===== config.mk =====
export PLATFORM = sky130hd
export DESIGN_NAME = sfifo_uart_tx
export DESIGN_NICKNAME = d
export VERILOG_FILES = /design/src/rtl/sfifo_uart_tx_pkg.sv /design/src/rtl/sfifo_bit_timer.sv /design/src/rtl/sfifo_uart_tx.sv
export SDC_FILE = /design/constraint.sdc
export NUM_CORES = 1
export LEC_CHECK = 0
export ABC_AREA = 0
export ABC_CLOCK_PERIOD_IN_PS = 3070
export CORE_MARGIN = 5
export CORE_UTILIZATION = 37
export CTS_CLUSTER_DIAMETER = 50
export DETAILED_ROUTE_END_ITERATION = 8
export SLEW_MARGIN = 20
export SYNTH_ARGS = -nofsm -noshare
export SYNTH_HDL_FRONTEND = slang
export SYNTH_HIERARCHICAL = 1
export SYNTH_SLANG_ARGS = --single-unit

===== constraint.sdc =====
create_clock -name clk -period 3.07 [get_ports clk]
set_clock_uncertainty 0.1 [all_clocks]
set_input_delay 0.614 -clock clk [delete_from_list [all_inputs] [get_ports clk]]
set_output_delay 0.614 -clock clk [all_outputs]
set_load 0.05 [all_outputs]

===== src/rtl/sfifo_uart_tx_pkg.sv =====
// Shared constants for the FIFO-fed UART transmitter: FSM encoding, byte width
// and frame-length helper.
package sfifo_uart_tx_pkg;

  localparam int DATA_W          = 8;
  localparam int FRAME_BITS_BASE = 10;

  localparam logic [2:0] ST_IDLE   = 3'd0;
  localparam logic [2:0] ST_FETCH  = 3'd1;
  localparam logic [2:0] ST_START  = 3'd2;
  localparam logic [2:0] ST_DATA   = 3'd3;
  localparam logic [2:0] ST_PARITY = 3'd4;
  localparam logic [2:0] ST_STOP   = 3'd5;

  // Serial bits per frame: start + 8 data + optional parity + stop.
  function automatic int frame_bits(input int parity_en);
    return FRAME_BITS_BASE + ((parity_en != 0) ? 1 : 0);
  endfunction

endpackage


===== src/rtl/sfifo_bit_timer.sv =====
// Bit-period timer: counts 0..CLKS_PER_BIT-1 and ticks on the terminal count.
// clear restarts the period at zero.
module sfifo_bit_timer #(
  parameter int CLKS_PER_BIT = 16
) (
  input  logic clk,
  input  logic rst,
  input  logic clear,
  output logic tick
);

  localparam int             CW   = (CLKS_PER_BIT > 1) ? $clog2(CLKS_PER_BIT) : 1;
  localparam logic [CW-1:0]  LAST = CW'(CLKS_PER_BIT - 1);

  logic [CW-1:0] count;

  assign tick = (count == LAST);

  always_ff @(posedge clk or negedge rst) begin
    if (!rst) begin
      count <= '0;
    end else if (clear || tick) begin
      count <= '0;
    end else begin
      count <= count + CW'(1);
    end
  end

endmodule


===== src/rtl/sfifo_uart_tx.sv =====
// UART transmitter draining a synchronous byte FIFO: one pop per frame,
// start + 8 data bits LSB-first + optional parity + one stop bit.
module sfifo_uart_tx
  import sfifo_uart_tx_pkg::*;
#(
  parameter int CLKS_PER_BIT = 16,
  parameter int PARITY_EN    = 0,
  parameter int PARITY_ODD   = 0
) (
  input  logic              clk,
  input  logic              rst,
  input  logic              tx_en,
  input  logic              fifo_empty,
  input  logic [DATA_W-1:0] fifo_data,
  output logic              fifo_rd_en,
  output logic              tx,
  output logic              busy
);

  localparam logic [2:0] LAST_BIT = 3'(DATA_W - 1);
  localparam logic       ODD      = (PARITY_ODD != 0);

  logic [2:0]        state;
  logic [DATA_W-1:0] shift;
  logic [2:0]        bit_idx;
  logic              parity;
  logic              armed;
  logic              tick;
  logic              timer_clear;

  // FIFO read handshake: a pop happens on the rising edge where fifo_rd_en=1;
  // fifo_rd_en is only raised in IDLE with fifo_empty=0 and tx_en=1, and the
  // popped byte is taken from fifo_data one cycle later (FETCH).
  // armed keeps the pop request low while reset is applied.
  assign fifo_rd_en  = armed && (state == ST_IDLE) && tx_en && !fifo_empty;
  assign busy        = (state != ST_IDLE);
  assign timer_clear = (state == ST_FETCH);

  sfifo_bit_timer #(
    .CLKS_PER_BIT (CLKS_PER_BIT)
  ) u_timer (
    .clk   (clk),
    .rst   (rst),
    .clear (timer_clear),
    .tick  (tick)
  );

  always_ff @(posedge clk or negedge rst) begin
    if (!rst) begin
      armed <= 1'b0;
    end else begin
      armed <= 1'b1;
    end
  end

  always_ff @(posedge clk or negedge rst) begin
    if (!rst) begin
      state   <= ST_IDLE;
      tx      <= 1'b1;
      shift   <= '0;
      bit_idx <= '0;
      parity  <= 1'b0;
    end else begin
      case (state)
        ST_IDLE: begin
          if (fifo_rd_en) state <= ST_FETCH;
        end
        ST_FETCH: begin
          shift  <= fifo_data;
          parity <= (^fifo_data) ^ ODD;
          tx     <= 1'b0;
          state  <= ST_START;
        end
        ST_START: begin
          if (tick) begin
            tx      <= shift[0];
            bit_idx <= '0;
            state   <= ST_DATA;
          end
        end
        ST_DATA: begin
          if (tick) begin
            shift   <= {1'b0, shift[DATA_W-1:1]};
            bit_idx <= bit_idx + 3'd1;
            if (bit_idx == LAST_BIT) begin
              if (PARITY_EN != 0) begin
                tx    <= parity;
                state <= ST_PARITY;
              end else begin
                tx    <= 1'b1;
                state <= ST_STOP;
              end
            end else begin
              tx <= shift[1];
            end
          end
        end
        ST_PARITY: begin
          if (tick) begin
            tx    <= 1'b1;
            state <= ST_STOP;
          end
        end
        ST_STOP: begin
          if (tick) state <= ST_IDLE;
        end
        default: begin
          state <= ST_IDLE;
          tx    <= 1'b1;
        end
      endcase
    end
  end

endmodule


Word level (Yosys, flattened, before mapping)
Cells that the tools add are included.
- register bits: 20
- latch bits: 0
- memory bits (writable): 0
- memory bits (read-only): 0
- input bits: 12
- output and inout bits: 3
- word-level logic and storage cells: 53
- memories kept: 0
- add/sub/neg operators: 2
- $mul: 0
- divide/modulo/power cells: 0
- $lt $le $gt $ge: 0
- equal/unequal tests: 13
- shift operators: 0
- muxes and demuxes: 17
- bitwise operators: 1
- reductions and logical operators: 14
- operators with widths (operator ; number):
    $mux W3 ; 7
    $pmux W3 S6 ; 1
    $pmux W8 S2 ; 1
    $eq A3 B3 Y1 const B ; 3
    $mux W8 ; 1
    $ne A2 B1 Y1 const B ; 4
    $eq A3 B2 Y1 const B ; 2
    $pmux W3 S2 ; 1
    $reduce_and A6 Y1 ; 1
    $pmux W1 S5 ; 1
    $add A4 B1 Y4 const B ; 1
    $eq A4 B4 Y1 const B ; 1
    $mux W1 ; 4
    $mux W4 ; 1
    $ne A2 B2 Y1 const B ; 2
    $reduce_and A4 Y1 ; 1
    $reduce_bool A2 Y1 ; 2
    $add A3 B1 Y3 const B ; 1
    $eq A3 B1 Y1 const B ; 1
    $logic_and A1 B1 Y1 ; 3
    $logic_not A3 Y1 ; 1
    $reduce_and A3 Y1 ; 1
    $reduce_bool A3 Y1 ; 1
    $reduce_and A2 Y1 ; 1
    other kinds (4) ; 4

Longest topological paths before layout
Gate-level depths: netlist (run 1).
- depth after elaboration: 6
- gate-level depth with buffers: 6

Cells and area by module
Netlist (run 1), hierarchy kept.
- modules (own cells, without submodules) (module ; instances ; cells each ; area an instance (um^2) ; seq. area each (um^2)):
    sfifo_uart_tx ; 1 ; 89 ; 872.1 ; 401.6
    sfifo_bit_timer ; 1 ; 13 ; 171.4 ; 100.1

Worst setup path after synthesis (run 1)
Ideal clock, no wire load.
- path type: flip-flop to output port
- from: register state[2]
- to: output port fifo_rd_en
- data arrival time: 1350 ps
- required time: 2356 ps
- path slack: 1006 ps
- stages on the path, launching flop included: 3
- cells stage by stage: dfrtp_1 -> or3_4 -> nor3_4
- word-level cells in the longest chain between the ends: 4
- ends and longest elaborated chain (what ; RTL line ; text):
    start, declared ; sfifo_uart_tx.sv:23 ; logic [2:0] state;
    start signal, assigned ; sfifo_uart_tx.sv:58 ; state <= ST_IDLE;
    start signal, assigned ; sfifo_uart_tx.sv:66 ; if (fifo_rd_en) state <= ST_FETCH;
    start signal, assigned ; sfifo_uart_tx.sv:72 ; state <= ST_START;
    $logic_not A3 Y1 ; sfifo_uart_tx.sv:35 ; assign fifo_rd_en = armed && (state == ST_IDLE) && tx_en && !fifo_empty;
    $logic_and A1 B1 Y1 (3 in a row) ; sfifo_uart_tx.sv:35 ;
    end, declared ; sfifo_uart_tx.sv:15 ; output logic fifo_rd_en,
No other way between the ends.

Worst setup path after layout (run 1)
- from: register state[0]
- to: output port busy
- word-level cells in the longest chain between the ends: 1
- ends and longest elaborated chain (what ; RTL line ; text):
    $reduce_bool A3 Y1 ; sfifo_uart_tx.sv:36 ; assign busy = (state != ST_IDLE);
    end, declared ; sfifo_uart_tx.sv:17 ; output logic busy
No other way between the ends.

==> results of run 1 <==
-- stage by stage --
| step | instances | util, % | hold slack [ns] | worst slack, ns |
|---|---|---|---|---|
| 5_1_grt | 145 | 44.8 | 0.443 | 0.242 |
| 4_1_cts | 145 | 44.8 | 0.410 | 0.318 |
| 3_5_place_dp | 141 | 43.5 | 0.382 | 0.678 |
| 2_1_floorplan | 102 | - | 0.218 | 1.01 |
| 6_report | 145 | 44.8 | 0.403 | 0.325 |
| 3_3_place_gp | 141 | 43.5 | 0.381 | 0.700 |
-- state kept, by name (all words and copies together) (netlist names) --
signal	flops
shift	8
u_timer/count	4
bit_idx	3
state	3
armed	1
tx	1
-- kinds of logic (layout without fill, tap and decap cells) --
family / Yosys count / count (layout) / synth area share (%)
AO/OA/AOI/OAI: 31 / 31 / 20.7
XOR/XNOR: 1 / 1 / 0.839
adder cells (fa/ha/maj): 3 / 3 / 3.60
buffers and inverters: 10 / 22 / 5.15
flip-flops: 20 / 20 / 48.1
multiplexers: 1 / 1 / 1.08
other: 1 / 1 / 0.359
AND/OR/NAND/NOR: 35 / 35 / 20.1
-- final cells by class --
class | instances | share of cell area, %
inverter | 2 | 0.613
sequential | 20 | 41.0
clock buffer | 4 | 2.96
timing repair buffer | 16 | 12.5
tap | 31 | 3.17
multi-input combinational | 72 | 39.8
-- cells in the mapped netlist, types with 2 or more instances --
cell type	count
a211oi_1	8
a21oi_1	2
a311oi_1	2
buf_2	3
buf_4	3
dfrtp_1	19
ha_1	3
inv_1	2
nand2_1	6
nand2b_1	2
nor2_1	9
nor2b_1	3
nor3_1	8
o21ai_0	4
o22ai_1	8
-- critical path, cell delays in order (launching register included) --
cell,delay [ns]
dfrtp_1,0.55
or3_4,0.46
clkdlybuf4s50_1,0.71
-- metal layers --
layer / up-vias / global-route usage, % / share of wire, %
li1: 400 / - / -
met1: 379 / 15.3 / 49
met2: 14 / 17.2 / 45
met3: 5 / 3.55 / 4.3
met4: 0 / 4.77 / 1.7
met5: - / 0 / 0
-- where the power goes --
part | switching (W) | total, W | internal (W)
clock | 0.0000856 | 0.000158 | 0.0000724
combinational | 0.00000832 | 0.0000222 | 0.0000139
sequential | 0.000000652 | 0.000265 | 0.000265
total | 0.0000946 | 0.000446 | 0.000351
-- final timing paths --
| kind | start | endpoint | slack, ns | cells past startpoint |
|---|---|---|---|---|
| max in group asynchronous | rst | tx | 2.06 | 2 |
| worst min register to register | bit_idx[1] | bit_idx[1] | 0.40 | 2 |
| worst min-delay path | bit_idx[1] | bit_idx[1] | 0.40 | 2 |
| worst max-delay path | state[0] | busy | 0.32 | 2 |
| min in group asynchronous | rst | shift[0] | 0.54 | 2 |
| worst max register to register | state[0] | shift[7] | 1.30 | 3 |
==> metrics.txt, run 1 <==
Design Area, Final 0.00122 mm²; DIE WIDTH 63.1 µm; Area Growth Syn to Fin 17.4%; WP data arrival 2.03 ns; Post-synth ARST share 100%; Max rail drop VDD 0.000207 V; CTS tree built; root buf cell clkbuf_4; Die H 63.1 µm; worst setup path category reg2out; I/O pin cnt 15; final WL 2.16 mm; Routability Congestion 0.801; GRT Total Usage a little under an eighth; final hold vios 0; setup TNS 0 ns; Peak Freq 364 MHz; total congestion overflow 0; via count 798; Routed Antenna Nets 0; Clock Pin Slew Worst Setup and Hold Paths 0.12 ns; Vias/cell 5.50; IO buf count 14; layout cells sized above 1 approximately an eighth; CTS Buffer Depth 2; Lkg Pwr ~0.56 nW; Yosys reg bits 20; largest net degree at the start of global routing 23; Mean Syn Cell Area 10.2 µm²; final setup fails 0; Synth cell types 35; top cell type's share of synthesized area 45.6%; synth top area cells dfrtp_1 (46%), a211oi_1 (5.8%), o22ai_1 (4.8%); cell taking the most area after synthesis dfrtp_1; Slew headroom 62.5%; Clock Latency Late Sink 0.30 ns; Max-Cap Viols 0; EDFF count, synth 0; multi-input gate area in the final layout 488 µm²; violation count after the first detailed-route iteration 63; most common cell after layout, fill and taps aside dfrtp_1; fin nets between 100 and 150; Final min period 2.75 ns; Power Total approximately 0.00045 W; Die ar. 0.00398 mm²; Fill cells 264; hold_buf cts 0; DRC Markers 0; n_diodes 0; Post-CTS Setup Inserts 0; dpl cell area 0.00119 mm²; period utilisation layout 89.4%; vias in the first global route roughly 760; commonest non-fill, non-tap cells in the layout dfrtp_1 (19), clkdlybuf4s50_1 (13), nor2_1 (9); nature of the critical path startpoint register; Post-Synthesis Cells 102; H-Tree Depth 1; sequential area share after synthesis 48.1%; post_cts resized 0; first-pass GRT wire length 3.66 mm; average wire per standard cell 14.9 µm; core area 0.00273 mm²; CP Max Fanout 13; Synth Warn # 6; Slew @ Worst Pin 0.561 ns; Final Slew Violations 0; path type of the worst min-delay path reg2reg; FF+latch area 502 µm²; Num CTS Buffers 3; Synth Flop Type dfrtp_1; num rows 19; CTS Sinks 20; RSZ-0062 raised after global routing no; Crit. End Element primary output; Post-DP HPWL 1.47 mm; worst endpoint required time roughly 2.4 ns; drt pass-1 iters 4; Syn Std Cell Area around 0.0010 mm²; status finished, final reports clean; Initial Util a little under two fifths; Synth Net Count 117; initial antenna violation count 0; Pwr Density approximately 360 mW/mm²
(Power assumes the default switching activity.)
==> run 2, diff against run 1 <==
--- a/config.mk
+++ b/config.mk
@@ -16,3 +16,4 @@
 export SYNTH_HDL_FRONTEND = slang
 export SYNTH_HIERARCHICAL = 1
 export SYNTH_SLANG_ARGS = --single-unit
+export TNS_END_PERCENT = 100
==> results of run 2 <==
Final layout, timing and power as in run 1 (identical DEF).
==> run 3, diff against run 2 <==
--- a/config.mk
+++ b/config.mk
@@ -16,4 +16,4 @@
 export SYNTH_HDL_FRONTEND = slang
 export SYNTH_HIERARCHICAL = 1
 export SYNTH_SLANG_ARGS = --single-unit
-export TNS_END_PERCENT = 100
+export TNS_END_PERCENT = 5
==> results of run 3 <==
Final layout, timing and power as in run 1 (identical DEF).
